===== config.mk =====
export PLATFORM = sky130hd
export DESIGN_NAME = slot_reel_counter_flat
export DESIGN_NICKNAME = d
export VERILOG_FILES = /design/src/rtl/slot_reel_counter_if.sv /design/src/rtl/slot_reel_counter.sv /design/src/flat_wrapper.sv
export SDC_FILE = /design/constraint.sdc
export NUM_CORES = 1
export LEC_CHECK = 0
export ABC_CLOCK_PERIOD_IN_PS = 4370
export BUFFER_PORTS_ARGS = -buffer_cell sky130_fd_sc_hd__buf_4
export CAP_MARGIN = 20
export CORE_ASPECT_RATIO = 0.7
export CORE_MARGIN = 3
export CORE_UTILIZATION = 50
export CTS_CLUSTER_SIZE = 28
export DETAILED_ROUTE_END_ITERATION = 10
export PLACE_DENSITY = 0.68
export SLEW_MARGIN = 0
export SYNTH_ARGS = -nofsm -noshare
export SYNTH_HDL_FRONTEND = slang
export SYNTH_SLANG_ARGS = --single-unit

===== constraint.sdc =====
create_clock -name i_clk -period 4.37 [get_ports i_clk]
set_input_delay 0.2185 -clock i_clk [delete_from_list [all_inputs] [get_ports i_clk]]
set_output_delay 0.2185 -clock i_clk [all_outputs]
set_load 0.1 [all_outputs]

===== src/rtl/slot_reel_counter_if.sv =====
// Reel request/status bundle: the controller drives the start/stop requests,
// and the reel returns its digit and its spin status.
//
// Request semantics: i_start and i_stop are plain level requests with no
// acknowledge. The reel samples them on every rising clock edge and acts on
// them only in the state where they are meaningful: start in IDLE, stop in
// SPIN. In any other state a request is dropped, not queued, so a controller
// that wants an action must hold the level until o_spinning or o_done shows
// the effect. All reel outputs are registered.
interface slot_reel_counter_if;
  logic       i_start;
  logic       i_stop;
  logic [3:0] o_num;
  logic       o_spinning;
  logic       o_done;
  logic [1:0] dbg_state;

  modport master (
    output i_start,
    output i_stop,
    input  o_num,
    input  o_spinning,
    input  o_done,
    input  dbg_state
  );

  modport slave (
    input  i_start,
    input  i_stop,
    output o_num,
    output o_spinning,
    output o_done,
    output dbg_state
  );
endinterface


===== src/rtl/slot_reel_counter.sv =====
// One slot-machine reel: a BCD digit that advances every DIV cycles while
// spinning. After a stop request it makes SLOW_STEPS further advances, each
// at twice the previous period, then returns to IDLE and pulses o_done.
module slot_reel_counter #(
  parameter int DIV        = 4,
  parameter int SLOW_STEPS = 3,
  parameter int CNT_W      = 16
) (
  input logic                i_clk,
  input logic                i_reset,
  slot_reel_counter_if.slave bus
);

  // The slow-step index has to reach SLOW_STEPS. Keep it at least one bit
  // wide so that SLOW_STEPS = 0 still elaborates.
  localparam int K_W = (SLOW_STEPS < 1) ? 1 : $clog2(SLOW_STEPS + 1);

  typedef enum logic [1:0] {
    IDLE = 2'd0,
    SPIN = 2'd1,
    SLOW = 2'd2
  } state_t;

  state_t           state_q, state_d;
  logic [CNT_W-1:0] cnt_q, cnt_d;
  logic [K_W-1:0]   k_q, k_d;
  logic [3:0]       num_q, num_d;
  logic             spinning_q, spinning_d;
  logic             done_q, done_d;

  logic [CNT_W-1:0] spin_last;
  logic [CNT_W-1:0] slow_last;
  logic [3:0]       num_inc;
  logic [K_W-1:0]   k_inc;

  assign spin_last = CNT_W'(DIV - 1);
  // Slow step k lasts DIV << (k+1) cycles. k+1 never exceeds SLOW_STEPS while
  // in SLOW, so it fits in K_W bits.
  assign k_inc     = k_q + K_W'(1);
  assign slow_last = (CNT_W'(DIV) << k_inc) - CNT_W'(1);
  // Wrap 9 -> 0 so the digit can always be decoded as BCD.
  assign num_inc   = (num_q == 4'd9) ? 4'd0 : num_q + 4'd1;

  // Next-state, tick-counter and digit logic.
  always_comb begin
    state_d = state_q;
    cnt_d   = cnt_q;
    k_d     = k_q;
    num_d   = num_q;
    done_d  = 1'b0;
    case (state_q)
      IDLE: begin
        if (bus.i_start) begin
          state_d = SPIN;
          cnt_d   = '0;
        end
      end
      SPIN: begin
        cnt_d = cnt_q + CNT_W'(1);
        if (cnt_q == spin_last) begin
          cnt_d = '0;
          num_d = num_inc;
        end
        // A tick that expires in the same cycle as the stop request still
        // advances the digit. The slow phase then starts from a clean count.
        if (bus.i_stop) begin
          cnt_d = '0;
          k_d   = '0;
          if (SLOW_STEPS == 0) begin
            state_d = IDLE;
            done_d  = 1'b1;
          end else begin
            state_d = SLOW;
          end
        end
      end
      SLOW: begin
        cnt_d = cnt_q + CNT_W'(1);
        if (cnt_q == slow_last) begin
          cnt_d = '0;
          num_d = num_inc;
          k_d   = k_inc;
          if (k_inc == K_W'(SLOW_STEPS)) begin
            state_d = IDLE;
            done_d  = 1'b1;
          end
        end
      end
      default: begin
        state_d = IDLE;
        cnt_d   = '0;
        k_d     = '0;
      end
    endcase
    spinning_d = (state_d != IDLE);
  end

  // State and output registers; reset takes effect immediately.
  always_ff @(posedge i_clk or posedge i_reset) begin
    if (i_reset) begin
      state_q    <= IDLE;
      cnt_q      <= '0;
      k_q        <= '0;
      num_q      <= 4'd0;
      spinning_q <= 1'b0;
      done_q     <= 1'b0;
    end else begin
      state_q    <= state_d;
      cnt_q      <= cnt_d;
      k_q        <= k_d;
      num_q      <= num_d;
      spinning_q <= spinning_d;
      done_q     <= done_d;
    end
  end

  assign bus.o_num      = num_q;
  assign bus.o_spinning = spinning_q;
  assign bus.o_done     = done_q;
  assign bus.dbg_state  = state_q;

endmodule


===== src/flat_wrapper.sv =====
// flat-port wrapper written by rule: the top's interface ports become plain ports
module slot_reel_counter_flat 
#(
  parameter int DIV        = 4,
  parameter int SLOW_STEPS = 3,
  parameter int CNT_W      = 16
)
  (i_clk, i_reset, bus_i_start, bus_i_stop, bus_o_num, bus_o_spinning, bus_o_done, bus_dbg_state);
  slot_reel_counter_if bus_i ();
  input logic i_clk;
  input logic i_reset;
  input wire logic [$bits(bus_i.i_start)-1:0] bus_i_start;
  input wire logic [$bits(bus_i.i_stop)-1:0] bus_i_stop;
  output wire logic [$bits(bus_i.o_num)-1:0] bus_o_num;
  output wire logic [$bits(bus_i.o_spinning)-1:0] bus_o_spinning;
  output wire logic [$bits(bus_i.o_done)-1:0] bus_o_done;
  output wire logic [$bits(bus_i.dbg_state)-1:0] bus_dbg_state;
  assign bus_i.i_start = bus_i_start;
  assign bus_i.i_stop = bus_i_stop;
  assign bus_o_num = bus_i.o_num;
  assign bus_o_spinning = bus_i.o_spinning;
  assign bus_o_done = bus_i.o_done;
  assign bus_dbg_state = bus_i.dbg_state;
  slot_reel_counter #(.DIV(DIV), .SLOW_STEPS(SLOW_STEPS), .CNT_W(CNT_W)) u_core (.i_clk(i_clk), .i_reset(i_reset), .bus(bus_i));
endmodule

* Word-level counts from Yosys, hierarchy flattened
Cells that the tools add are included.
** Word-level totals
- Flip-flop bits (word level) :: 26
- Latch bits :: 0
- Bits in writable memories :: 0
- Memory bits (read-only) :: 0
- Input bits :: 4
- Output and inout port bits :: 8
- Logic and storage cells :: 47
- Memories kept :: 0
** Cells by class
- Add/sub/neg operators :: 4
- Multiply operators :: 0
- Divide/modulo/power cells :: 0
- Order comparisons :: 0
- Equal/unequal tests :: 10
- Shifts and indexed selects :: 1
- Muxes and demuxes :: 20
- Bitwise gates (word level) :: 1
- Reduce and logical (&&, ||, !) cells :: 5
** Operators by type and width (number)
- $mux W16 :: 4
- $pmux W16 S3 :: 1
- $add A16 B1 Y16 const B :: 1
- $eq A16 B16 Y1 :: 1
- $eq A16 B2 Y1 const B :: 1
- $shl A3 B2 Y16 const A :: 1
- $sub A16 B2 Y16 const B :: 1
- $mux W2 :: 6
- $mux W4 :: 3
- $pmux W2 S3 :: 2
- $pmux W4 S2 :: 1
- $reduce_and A3 Y1 :: 2
- $add A4 B1 Y4 const B :: 1
- $eq A2 B2 Y1 const B :: 2
- $eq A4 B4 Y1 const B :: 1
- $ne A2 B1 Y1 const B :: 2
- $ne A2 B2 Y1 const B :: 2
- $reduce_bool A2 Y1 :: 2
- $mux W1 :: 3
- $add A2 B1 Y2 const B :: 1
- $eq A2 B1 Y1 const B :: 1
- $logic_not A2 Y1 :: 1
- $not A1 Y1 :: 1

* Logic depth before layout (Yosys ltp)
- Word-level depth :: 7
- Mapped depth :: 8
- Depth with buffers taken out :: 7

* Least setup slack after synthesis
OpenSTA, ideal clock, no wires.
- Kind :: register to register
- Start :: register u_core.state_q[1], in the netlist u_core.bus.dbg_state[1]
- End :: register u_core.cnt_q[3]
- Library setup time :: 0.134 ns
- Arrival time :: 2.272 ns
- Required time :: 4.236 ns
- Setup slack :: 1.963 ns
- Cell stages (with the launch flop) :: 9
- Buffers on the path :: 1
- Period minus slack after synthesis :: 2.407 ns
- Cells stage by stage :: dfrtp_1 inv_1 ha_1 nor2b_1 and2_1 and2_1 clkbuf_1 nor2_1 o211ai_1
** On the way
- Cells in the longest elaborated chain, start to end :: 2
- Elaborated cells between the ends (all ways) :: 5
- Those cells by class :: eq/ne (3); mux (1); reduce/logical (1)
** RTL lines
- from (decl) :: line slot_reel_counter.sv:24 : state_t state_q, state_d;
- from (signal assigned) :: line slot_reel_counter.sv:108 : state_q <= state_d;
- $eq A2 B2 Y1, or another cell as far along :: line slot_reel_counter.sv:51 : case (state_q)
- $pmux W16 S3 or $ne A2 B2 Y1 (tied branches)
- to (signal assigned) :: line slot_reel_counter.sv:109 : cnt_q <= cnt_d;
- to (decl) :: line slot_reel_counter.sv:25 : logic [CNT_W-1:0] cnt_q, cnt_d;
Parallel ways exist; a longest one is shown, timed or not.
A chain may end at the register's enable or synchronous reset.

* Worst setup path in the final report
- Start :: register u_core.cnt_q[0]
- End :: register u_core.cnt_q[3]
** On the way
- Cells in the longest elaborated chain, start to end :: 4
- Elaborated cells between the ends (all ways) :: 7
- Those cells by class :: add/sub (1); eq/ne (2); mux (4)
** RTL lines
- $add A16 B1 Y16 or $eq A16 B2 Y1 (tied branches) :: line slot_reel_counter.sv:59, slot_reel_counter.sv:78, slot_reel_counter.sv:60
- $mux W16 :: line slot_reel_counter.sv:60 : if (cnt_q == spin_last) begin
- $mux W16 :: line slot_reel_counter.sv:66 : if (bus.i_stop) begin
- $pmux W16 S3 (*) :: line slot_reel_counter.sv:51
Mark *: on every way between the ends. The rest lies on a longest branch, timed or not.

==> summary.md <==
| Metric | Value |
|---|---|
| FFs w/ async S/R, synth | `1.00` |
| Clock Root Buffer | `clkbuf_8` |
| Max stage delay cell, worst path | `a311oi_1` |
| Pin count of the biggest net entering global routing | `28` |
| Met1 Wirelength | `1990 um` |
| Initial antenna violation count | `0` |
| Post-CTS setup buffers | `0` |
| Internal Dissipation | `530 uW` |
| Worst R2R Path Depth | `7` |
| Gr usage total | `0.186` |
| Net count after synthesis | `218` |
| Pwr Density | `572 nW/um^2` |
| Slowest stage delay, CP | `0.61 ns` |
| Sw frac | `0.523` |
| Slew HR | `0.450` |
| Violated checks | `negative hold slack` |
| Std-Cell Rows | `17` |
| Grt total ovfl | `0` |
| CTS tree | `done` |
| Clock Latency Late Sink | `0.27 ns` |
| Drt wl/cell | `15.2 um` |
| Die footprint | `4330 um^2` |
| Resized Gates After CTS | `0` |
| Drt drc | `0` |
| Initial Util | `0.544` |
| Metal3 WL | `285 um` |
| Chip Height | `56.0 um` |
| DP Wirelength | `3000 um` |
| WL final | `3960 um` |
| Drt pass-1 iters | `4` |
| Port bufs | `11` |
| Synth cell types | `52` |
| Global placer's final weighted congestion | `0.857` |
| Status | `finished with violations` |
| Fin. Hold Viols | `11` |
| Synthesized area | `1780 um^2` |
| Clock slew at reported path FFs | `0.09 ns` |
| Most frequent cells in the layout | `33 x nand2_1, 26 x dfrtp_1, 16 x o21ai_0` |
| Cells along the critical path | `ha_1 -> nor4b_2 -> and3_4 -> a311oi_1 -> buf_2 -> nor2_1 -> o211ai_1` |
| Top cell type's share of synthesized area | `0.365` |
| Layout area overhead | `8.91%` |
| Post-Syn Area per Cell | `8.66 um^2` |
| Largest cells by area after synthesis | `dfrtp_1 36%, nand2_1 6.9%, ha_1 5.6%` |
| Max IR drop VDD | `0.414 mV` |
| Max Used Layer | `met4` |
| Crit Path Max Fanout | `6` |
| Via/cell ratio | `5.86` |
| Ys Warns | `0` |
| Sw power | `581 uW` |
| Final ANT Viol Nets | `0` |
| Setup_tns | `0 ns` |
| Cell count after synthesis | `206` |
| CP Class | `register to register` |
| Core area | `3280 um^2` |
| Leakage | `0.000830 uW` |
| Worst setup SP type | `register` |
| CP Capture Type | `register` |
| Buf+Inv Stages, Crit Path | `1` |
| Num Clock Sinks | `26` |
| EDFF count, synth | `0` |
| Diodes inserted | `0` |
| RSZ-0062 raised after global routing | `no` |
| Cts bufs inserted | `3` |
| Hold_buf cts | `0` |
| Layout Nets | `226` |
| Worst Hold Class | `input pin to async pin` |
| DR vias | `1524` |
| RR Endpoint | `u_core.cnt_q[3]` |
| Top Ports | `12` |
| Flop pwr share | `0.292` |
| FF-to-FF setup slack | `1.96 ns` |
| Met2 wire length | `1670 um` |
| Critical path data required time | `4.57 ns` |
| Arr. time, crit path | `2.60 ns` |
| Clock skew | `0.00467 ns` |
| Clock buffer depth | `2` |
| Die Wd | `77.4 um` |
| Post-layout minimum cycle time | `2.41 ns` |
| Initial DRC count | `115` |
| Max Cap Viol | `0` |
| Reg-to-Reg Start | `u_core.cnt_q[0]` |
| Fin. max-slew vios | `0` |
| Clock power frac | `0.142` |
| Period utilization | `0.551` |
| Global-route wire length before repair | `6490 um` |
| Combinational power share | `0.566` |
| Synth area leader | `dfrtp_1` |
| Seq/Total Area, Yosys | `0.365` |
| Final setup fails | `0` |
| Flops & latches, synth | `26` |
| H-tree depth | `1` |
| Crit-path leading delay family | `compound AO/OA/AOI/OAI gates` |
| Commonest non-fill, non-tap cell in the layout | `nand2_1` |
| Fmax | `415 MHz` |
| Synth Flop Type | `dfrtp_1` |
| Slew @ Worst Pin | `0.818 ns` |
| Hold_ws | `-0.0234 ns` |
| Layout cells sized above 1 | `0.127` |
| Vias in the first global route | `1331` |
==> state kept, by name, summed over array words and instances, names as in the netlist <==
register,cells
u_core.bus.o_num,4
u_core.bus.o_spinning,1
u_core.bus.o_done,1
u_core.k_q,2
u_core.bus.dbg_state,2
u_core.cnt_q,16
==> worst max-delay path by stage <==
stage,depth (start not counted),from,endpoint
final,7,u_core.cnt_q[0],u_core.cnt_q[3]
after global routing,8,u_core.k_q[0],u_core.cnt_q[5]
after CTS,8,u_core.k_q[0],u_core.cnt_q[3]
after detailed placement,8,u_core.k_q[0],u_core.cnt_q[3]
after global placement,7,u_core.k_q[0],u_core.cnt_q[8]
after floorplan,8,u_core.bus.dbg_state[1],u_core.cnt_q[3]
==> synthesized netlist by cell type (all sizes together), types with 2 or more instances <==
cell type  count
a21oi          3
a31oi          3
and2           3
and3           3
buf            6
clkbuf         5
dfrtp         26
ha             8
inv            9
mux2i          5
nand2         33
nand2b         3
nand3          7
nand4          3
nor2          13
nor2b          7
nor3           6
nor3b          2
nor4           6
nor4b          3
o211ai         6
o21ai         17
o22ai          5
or2            4
xnor2          5
==> logic make-up after synthesis <==
logic type,synth area share
buf+inv,0.0554
mux,0.0302
compound gates,0.166
xor+xnor,0.0288
simple gates,0.299
fa+ha+maj,0.0561
flops,0.365
==> metal layers <==
| layer | vias up | global-route usage |
|---|---|---|
| li1 | 752 | - |
| met5 | - | 0 |
| met2 | 50 | 0.258 |
| met4 | 0 | 0.0431 |
| met3 | 4 | 0.0502 |
| met1 | 718 | 0.285 |
==> power by group through the flow <==
stage	Combinational [uW]	Sequential (uW)	Clock [uW]
global route	674	330	172
finish	629	325	157
detailed placement	624	328	0
CTS	627	323	159
floorplan	259	554	0
global placement	616	326	0
==> final cells by class <==
cell class / count / area, um^2
fill: 286 / 1330
multi-input combinational: 160 / 1030
sequential: 26 / 651
timing repair buffer: 14 / 110
tap: 47 / 58.8
clock buffer: 4 / 55.1
inverter: 9 / 33.8
==> stage by stage <==
step            util  instance area (um^2)  instances  total power [uW]  setup WS (ns)
6_report       0.593                  1940        260              1110           1.96
5_1_grt        0.593                  1940        260              1180           1.71
4_1_cts        0.588                  1930        259              1110           2.00
3_5_place_dp   0.571                  1870        255               953           2.02
3_3_place_gp   0.570                  1870        254               942           1.71
2_1_floorplan      -                  1780        206               814           1.96
Note: power is estimated with default switching activity, not from simulation.
